[src/rtl/asi_beat_addr_gen.sv]
// Per-beat address generator: accepts one AXI burst request per handshake and
// expands it into a stream of beat descriptors (address, ID, index, last, error)
// for the write-data and read-data engines.
//
// Handshakes: a transfer on either channel happens in a cycle where its valid
// and ready are both high at the rising edge of ACLK. A producer holding valid
// keeps its payload stable until the transfer; BEAT_VALID never drops without a
// transfer except on reset, and AXREADY never looks at AXVALID.
module asi_beat_addr_gen #(
  parameter int AXI_AW     = 40,
  parameter int AXI_IW     = 8,
  parameter int AXI_LW     = 8,
  parameter int AXI_SW     = 3,
  parameter int AXI_BURSTW = 2,
  parameter int SLV_BYTES  = 16
) (
  input  logic                  ACLK,
  input  logic                  ARESET,
  input  logic                  AXVALID,
  output logic                  AXREADY,
  input  logic [AXI_IW-1:0]     AXID,
  input  logic [AXI_AW-1:0]     AXADDR,
  input  logic [AXI_LW-1:0]     AXLEN,
  input  logic [AXI_SW-1:0]     AXSIZE,
  input  logic [AXI_BURSTW-1:0] AXBURST,
  output logic                  BEAT_VALID,
  input  logic                  BEAT_READY,
  output logic [AXI_AW-1:0]     BEAT_ADDR,
  output logic [AXI_IW-1:0]     BEAT_ID,
  output logic [AXI_LW-1:0]     BEAT_IDX,
  output logic                  BEAT_LAST,
  output logic                  BEAT_ERR,
  output logic                  BUSY
);

  localparam logic [AXI_SW-1:0]     SIZE_MAX = AXI_SW'($clog2(SLV_BYTES));
  localparam logic [AXI_BURSTW-1:0] B_FIXED  = AXI_BURSTW'(0);
  localparam logic [AXI_BURSTW-1:0] B_INCR   = AXI_BURSTW'(1);
  localparam logic [AXI_BURSTW-1:0] B_WRAP   = AXI_BURSTW'(2);
  localparam logic [AXI_BURSTW-1:0] B_RSVD   = AXI_BURSTW'(3);

  typedef enum logic {S_IDLE = 1'b0, S_BURST = 1'b1} state_t;

  state_t                  r_state;
  state_t                  w_state_nxt;
  logic                    r_valid;
  logic [AXI_AW-1:0]       r_addr;
  logic [AXI_IW-1:0]       r_id;
  logic [AXI_LW-1:0]       r_idx;
  logic [AXI_LW-1:0]       r_len;
  logic                    r_last;
  logic                    r_err;
  logic [AXI_SW-1:0]       r_size;   // clamped size used for arithmetic
  logic [AXI_BURSTW-1:0]   r_mode;   // burst type actually used for addresses
  logic [AXI_AW-1:0]       r_wmask;  // wrap window bytes minus one

  logic                    w_beat_hs;
  logic                    w_req_hs;
  logic                    w_axready;
  logic [AXI_SW-1:0]       w_size_eff;
  logic                    w_len_ok;
  logic [AXI_AW-1:0]       w_align_mask;
  logic [AXI_BURSTW-1:0]   w_mode;
  logic                    w_err;
  logic [AXI_AW-1:0]       w_wmask;
  logic [AXI_AW-1:0]       w_step;
  logic [AXI_AW-1:0]       w_incr;
  logic [AXI_AW-1:0]       w_next_addr;

  assign w_beat_hs = r_valid && BEAT_READY;
  // Ready while idle, or when the final beat leaves this cycle (zero-bubble chaining).
  assign w_axready = !ARESET && ((r_state == S_IDLE) || (w_beat_hs && r_last));
  assign w_req_hs  = AXVALID && w_axready;

  assign AXREADY    = w_axready;
  assign BEAT_VALID = r_valid;
  assign BEAT_ADDR  = r_addr;
  assign BEAT_ID    = r_id;
  assign BEAT_IDX   = r_idx;
  assign BEAT_LAST  = r_last;
  assign BEAT_ERR   = r_err;
  assign BUSY       = (r_state == S_BURST);

  // State register.
  always_ff @(posedge ACLK) begin
    if (ARESET) r_state <= S_IDLE;
    else        r_state <= w_state_nxt;
  end

  // Next-state: a last-beat handshake ends the burst unless a new one is taken.
  always_comb begin
    w_state_nxt = r_state;
    case (r_state)
      S_IDLE:  if (w_req_hs) w_state_nxt = S_BURST;
      S_BURST: if (w_beat_hs && r_last && !w_req_hs) w_state_nxt = S_IDLE;
      default: w_state_nxt = S_IDLE;
    endcase
  end

  // Request decode: legality check, clamped size and address mode chosen at capture.
  always_comb begin
    w_size_eff   = (AXSIZE > SIZE_MAX) ? SIZE_MAX : AXSIZE;
    w_len_ok     = (AXLEN == AXI_LW'(1)) || (AXLEN == AXI_LW'(3)) ||
                   (AXLEN == AXI_LW'(7)) || (AXLEN == AXI_LW'(15));
    w_align_mask = (AXI_AW'(1) << w_size_eff) - AXI_AW'(1);
    w_wmask      = ((AXI_AW'(AXLEN) + AXI_AW'(1)) << w_size_eff) - AXI_AW'(1);
    w_mode       = AXBURST;
    if (AXBURST == B_RSVD)                 w_mode = B_FIXED;
    else if (AXBURST == B_WRAP && !w_len_ok) w_mode = B_INCR;
    w_err = (AXSIZE > SIZE_MAX) || (AXBURST == B_RSVD) ||
            ((AXBURST == B_WRAP) && !w_len_ok) ||
            ((AXBURST == B_WRAP) && ((AXADDR & w_align_mask) != '0));
  end

  // Next beat address from the current one; wrap keeps the window's upper bits.
  always_comb begin
    w_step      = AXI_AW'(1) << r_size;
    w_incr      = (r_addr & ~(w_step - AXI_AW'(1))) + w_step;
    w_next_addr = w_incr;
    case (r_mode)
      B_FIXED: w_next_addr = r_addr;
      B_WRAP:  w_next_addr = (r_addr & ~r_wmask) | (w_incr & r_wmask);
      default: w_next_addr = w_incr;
    endcase
  end

  // Beat descriptor registers: load on request, advance on non-last beat handshake.
  always_ff @(posedge ACLK) begin
    if (ARESET) begin
      r_valid <= 1'b0;
      r_addr  <= '0;
      r_id    <= '0;
      r_idx   <= '0;
      r_len   <= '0;
      r_last  <= 1'b0;
      r_err   <= 1'b0;
      r_size  <= '0;
      r_mode  <= '0;
      r_wmask <= '0;
    end else if (w_req_hs) begin
      r_valid <= 1'b1;
      r_addr  <= AXADDR;
      r_id    <= AXID;
      r_idx   <= '0;
      r_len   <= AXLEN;
      r_last  <= (AXLEN == '0);
      r_err   <= w_err;
      r_size  <= w_size_eff;
      r_mode  <= w_mode;
      r_wmask <= w_wmask;
    end else if (w_beat_hs) begin
      if (r_last) begin
        r_valid <= 1'b0;
      end else begin
        r_addr <= w_next_addr;
        r_idx  <= r_idx + AXI_LW'(1);
        r_last <= ((r_idx + AXI_LW'(1)) == r_len);
      end
    end
  end

endmodule

[config.mk]
export PLATFORM = sky130hd
export DESIGN_NAME = asi_beat_addr_gen
export DESIGN_NICKNAME = d
export VERILOG_FILES = /design/src/rtl/asi_beat_addr_gen.sv
export SDC_FILE = /design/constraint.sdc
export NUM_CORES = 1
export LEC_CHECK = 0
export ABC_CLOCK_PERIOD_IN_PS = 3370
export CORE_ASPECT_RATIO = 1.75
export CORE_UTILIZATION = 53
export DETAILED_ROUTE_END_ITERATION = 7
export GPL_TIMING_DRIVEN = 0
export PLACE_DENSITY_LB_ADDON = 0.15
export SLEW_MARGIN = 20
export SYNTH_ARGS = -nofsm -noshare
export SYNTH_HDL_FRONTEND = slang
export SYNTH_SLANG_ARGS = --single-unit
[constraint.sdc]
create_clock -name ACLK -period 3.37 [get_ports ACLK]
set_input_delay 1.011 -clock ACLK [delete_from_list [all_inputs] [get_ports ACLK]]
set_output_delay 1.011 -clock ACLK [all_outputs]
set_load 0.02 [all_outputs]
==> results of run 1 <==
[repair_timing]
| action | 4_1_cts | 5_1_grt |
|---|---|---|
| endpoints found under the setup margin | 59 | 50 |
| resized for setup | 27 | 42 |
| buffers inserted | 7 | 4 |
| pin swaps | 7 | 6 |
| endpoints found under the hold margin | 0 | 0 |
| cloned | 0 | 0 |
| hold buffers | 0 | 0 |
[area by class of cell]
type / instances / area [sq um]
plain buffers: 58 / 267
multi-input cells: 650 / 4090
clock inverters: 7 / 65.1
well taps: 135 / 169
repair buffers: 132 / 1290
fillers: 982 / 3340
flip-flops and latches: 104 / 2080
inverters: 12 / 48.8
clock buffers: 9 / 225
[critical path, cell delays in order]
cell and delay, ps:
clkdlybuf4s50_1 540, buf_2 250, nor2b_4 260, nor3_1 80, or4_1 570, nand3_2 200, nor2_2 100, and3_1 180
ha_1 260, o21ai_0 70
[cell usage in the layout (no fill, tap or decap), types with 13 or more instances in the layout]
cell               n
clkdlybuf4s50_1  118
nand2_1          107
dfxtp_1          103
nor2_1            79
o21ai_0           58
nand3_1           47
xnor2_1           39
clkbuf_1          36
a21oi_1           34
a211oi_1          31
xor2_1            24
nor3_1            15
o211ai_1          15
and3_1            13
[stage by stage]
stage	worst slack [ps]	cell area, sq um
2_1_floorplan	222	6300
4_1_cts	1.36	8110
3_5_place_dp	-957	7680
5_1_grt	-65.4	8240
6_report	69.1	8240
3_3_place_gp	-853	7680
[worst min-delay path by stage]
stage	depth (start not counted)	slack, ps	end
2_1_floorplan	2	420	r_wmask[37]
3_3_place_gp	2	420	r_wmask[37]
3_5_place_dp	2	430	r_wmask[23]
4_1_cts	2	440	r_wmask[23]
5_1_grt	2	470	r_wmask[35]
6_report	2	450	r_wmask[23]
[logic make-up (layout without fill, tap and decap cells)]
logic type      count (synthesis)  after routing  share of synthesized area
simple gates                  363            363                      0.289
compound gates                202            202                      0.211
flops                         104            104                      0.330
buf+inv                        71            218                     0.0461
xor+xnor                       64             64                     0.0890
fa+ha+maj                      10             10                     0.0199
mux                             8              8                     0.0135
other cells                     2              3                    0.00119
[power by group]
| part | leakage [nW] | internal (mW) | switching [mW] |
|---|---|---|---|
| Clock | 0.137 | 0.516 | 0.520 |
| Combinational | 2.04 | 0.297 | 0.354 |
| Sequential | 0.852 | 1.30 | 0.0721 |
[routing by layer]
metal | track usage | routed length [um]
met5 | 0 | 0
met4 | 0.235 | 1450
met3 | 0.0503 | 1210
met2 | 0.611 | 10800
met1 | 0.341 | 7540
==> results by group, run 1 <==
STA
  – Final setup TNS: 0 ps
  – Fin crit share: 0.980
  – Slew headroom: 0.486
  – Final Hold Vio Count: 0
  – Final setup viols: 0
  – Clock Skew: 10.9 ps
  – Tightest hold margin: 446 ps
  – Slew Limit Fails: 0
  – Worst-Margin Slew: 772 ps
  – Final min period: 3300 ps
  – Maximum clock rate: 303 MHz

Hold path
  – Worst hold start: r_wmask[23]
  – Hold Path Class: reg2reg

Layout
  – Non-Filler Instances: 1107
  – Ant. Diodes: 0
  – Area grow syn2layout: 30.8%
  – Post-Route Utilization: 0.712
  – Nets@finish: 1042
  – Layout cells sized above 1: 0.0977

Synth
  – Mapped Area: 6300 sq um
  – Ys Warns: 0
  – Dominant synthesized flop cell: dfxtp_1
  – Count leader, synth: nand2_1
  – Sequential fraction of the synthesis area: 0.330
  – Synth Register Bits: 104
  – Asr flop ratio synth: 0
  – Synthesized area per cell: 7.65 sq um
  – Synth top area cells: dfxtp_1 33%, nand2_1 6.4%, xnor2_1 5.4%, nor2_1 5.1%, o21ai_0 4.6%
  – Netlist cell types: 67
  – Commonest cells post-synth: 107 x nand2_1, 104 x dfxtp_1, 85 x nor2_1
  – Share of the synthesized area in the top cell type: 0.330
  – Synthesized instance count: 824
  – Synth area leader: dfxtp_1
  – EDFF count, synth: 0

Global route
  – Number of global-route vias before repair: 6540
  – Initial antenna violation count: 0
  – First-pass GRT wire length: 32.4 mm
  – Largest net degree at the start of global routing: 20
  – Gr usage total: 0.334
  – GR Overflow Total: 0

Worst setup path
  – Required time of the worst setup path: 3600 ps
  – Crit path from: AXSIZE[0]
  – Register-to-Register Path Depth: 13
  – CP Max Fanout: 10
  – Reg2Reg Launch Point: r_size[2]
  – Worst path arrival time: 3530 ps
  – WS Path Type: in2reg
  – Critical Path Sink Type: flip-flop
  – Setup slack, reg-to-reg: 130 ps
  – Setup crit start kind: primary input
  – Crit path to: r_wmask[15]

Place
  – Placed Instances: 1081
  – Port Buffers: 121
  – Gpl congestion: 0.954
  – HPWL after DPL: 15.2 mm

Route
  – Routed len/inst: 18.9 um
  – ANT nets after route: 0
  – Iter 0 DRT Violations: 560
  – Drt first pass iters: 8
  – DRC: 13
  – Via count: 6870
  – Total routed wirelength: 21.0 mm
  – Mean number of vias per cell: 6.21

Clock tree
  – Clock transition at the registers of the reported paths: 70 ps
  – Worst-Skew Late Latency: 360 ps
  – Root buffer selected by CTS: clkbuf_16
  – CTS tree: built
  – Clk buf depth: 2
  – H-Tree Level Count: 3
  – CTS Buf Count: 9
  – Total clock sinks: 104

Power
  – Max IR drop VDD: 256 uV
  – Final Power: 3.06 mW
  – Lkg Pwr: 3.03 nW
  – PwrDens: 371 nW/um^2

Outcome
  – Violated checks: DRC
  – Status: finished with violations

Floorplan
  – Die Span X: 84.4 um
  – Die area: 12300 sq um
  – I/O pins: 126
  – Row cnt: 52
  – CORE AREA: 11600 sq um
  – Initial Util: 0.544
  – Die span in y: 146 um

Flow run
  – # Max-Cap Violations: 0
(Power assumes the default switching activity.)
==> run 2, diff against run 1 <==
--- a/config.mk
+++ b/config.mk
@@ -7,6 +7,7 @@
 export LEC_CHECK = 0
 export ABC_CLOCK_PERIOD_IN_PS = 3370
 export CORE_ASPECT_RATIO = 1.75
+export CORE_MARGIN = 1
 export CORE_UTILIZATION = 53
 export DETAILED_ROUTE_END_ITERATION = 7
 export GPL_TIMING_DRIVEN = 0
==> results of run 2 <==
Final layout, timing and power as in run 1 (identical DEF).
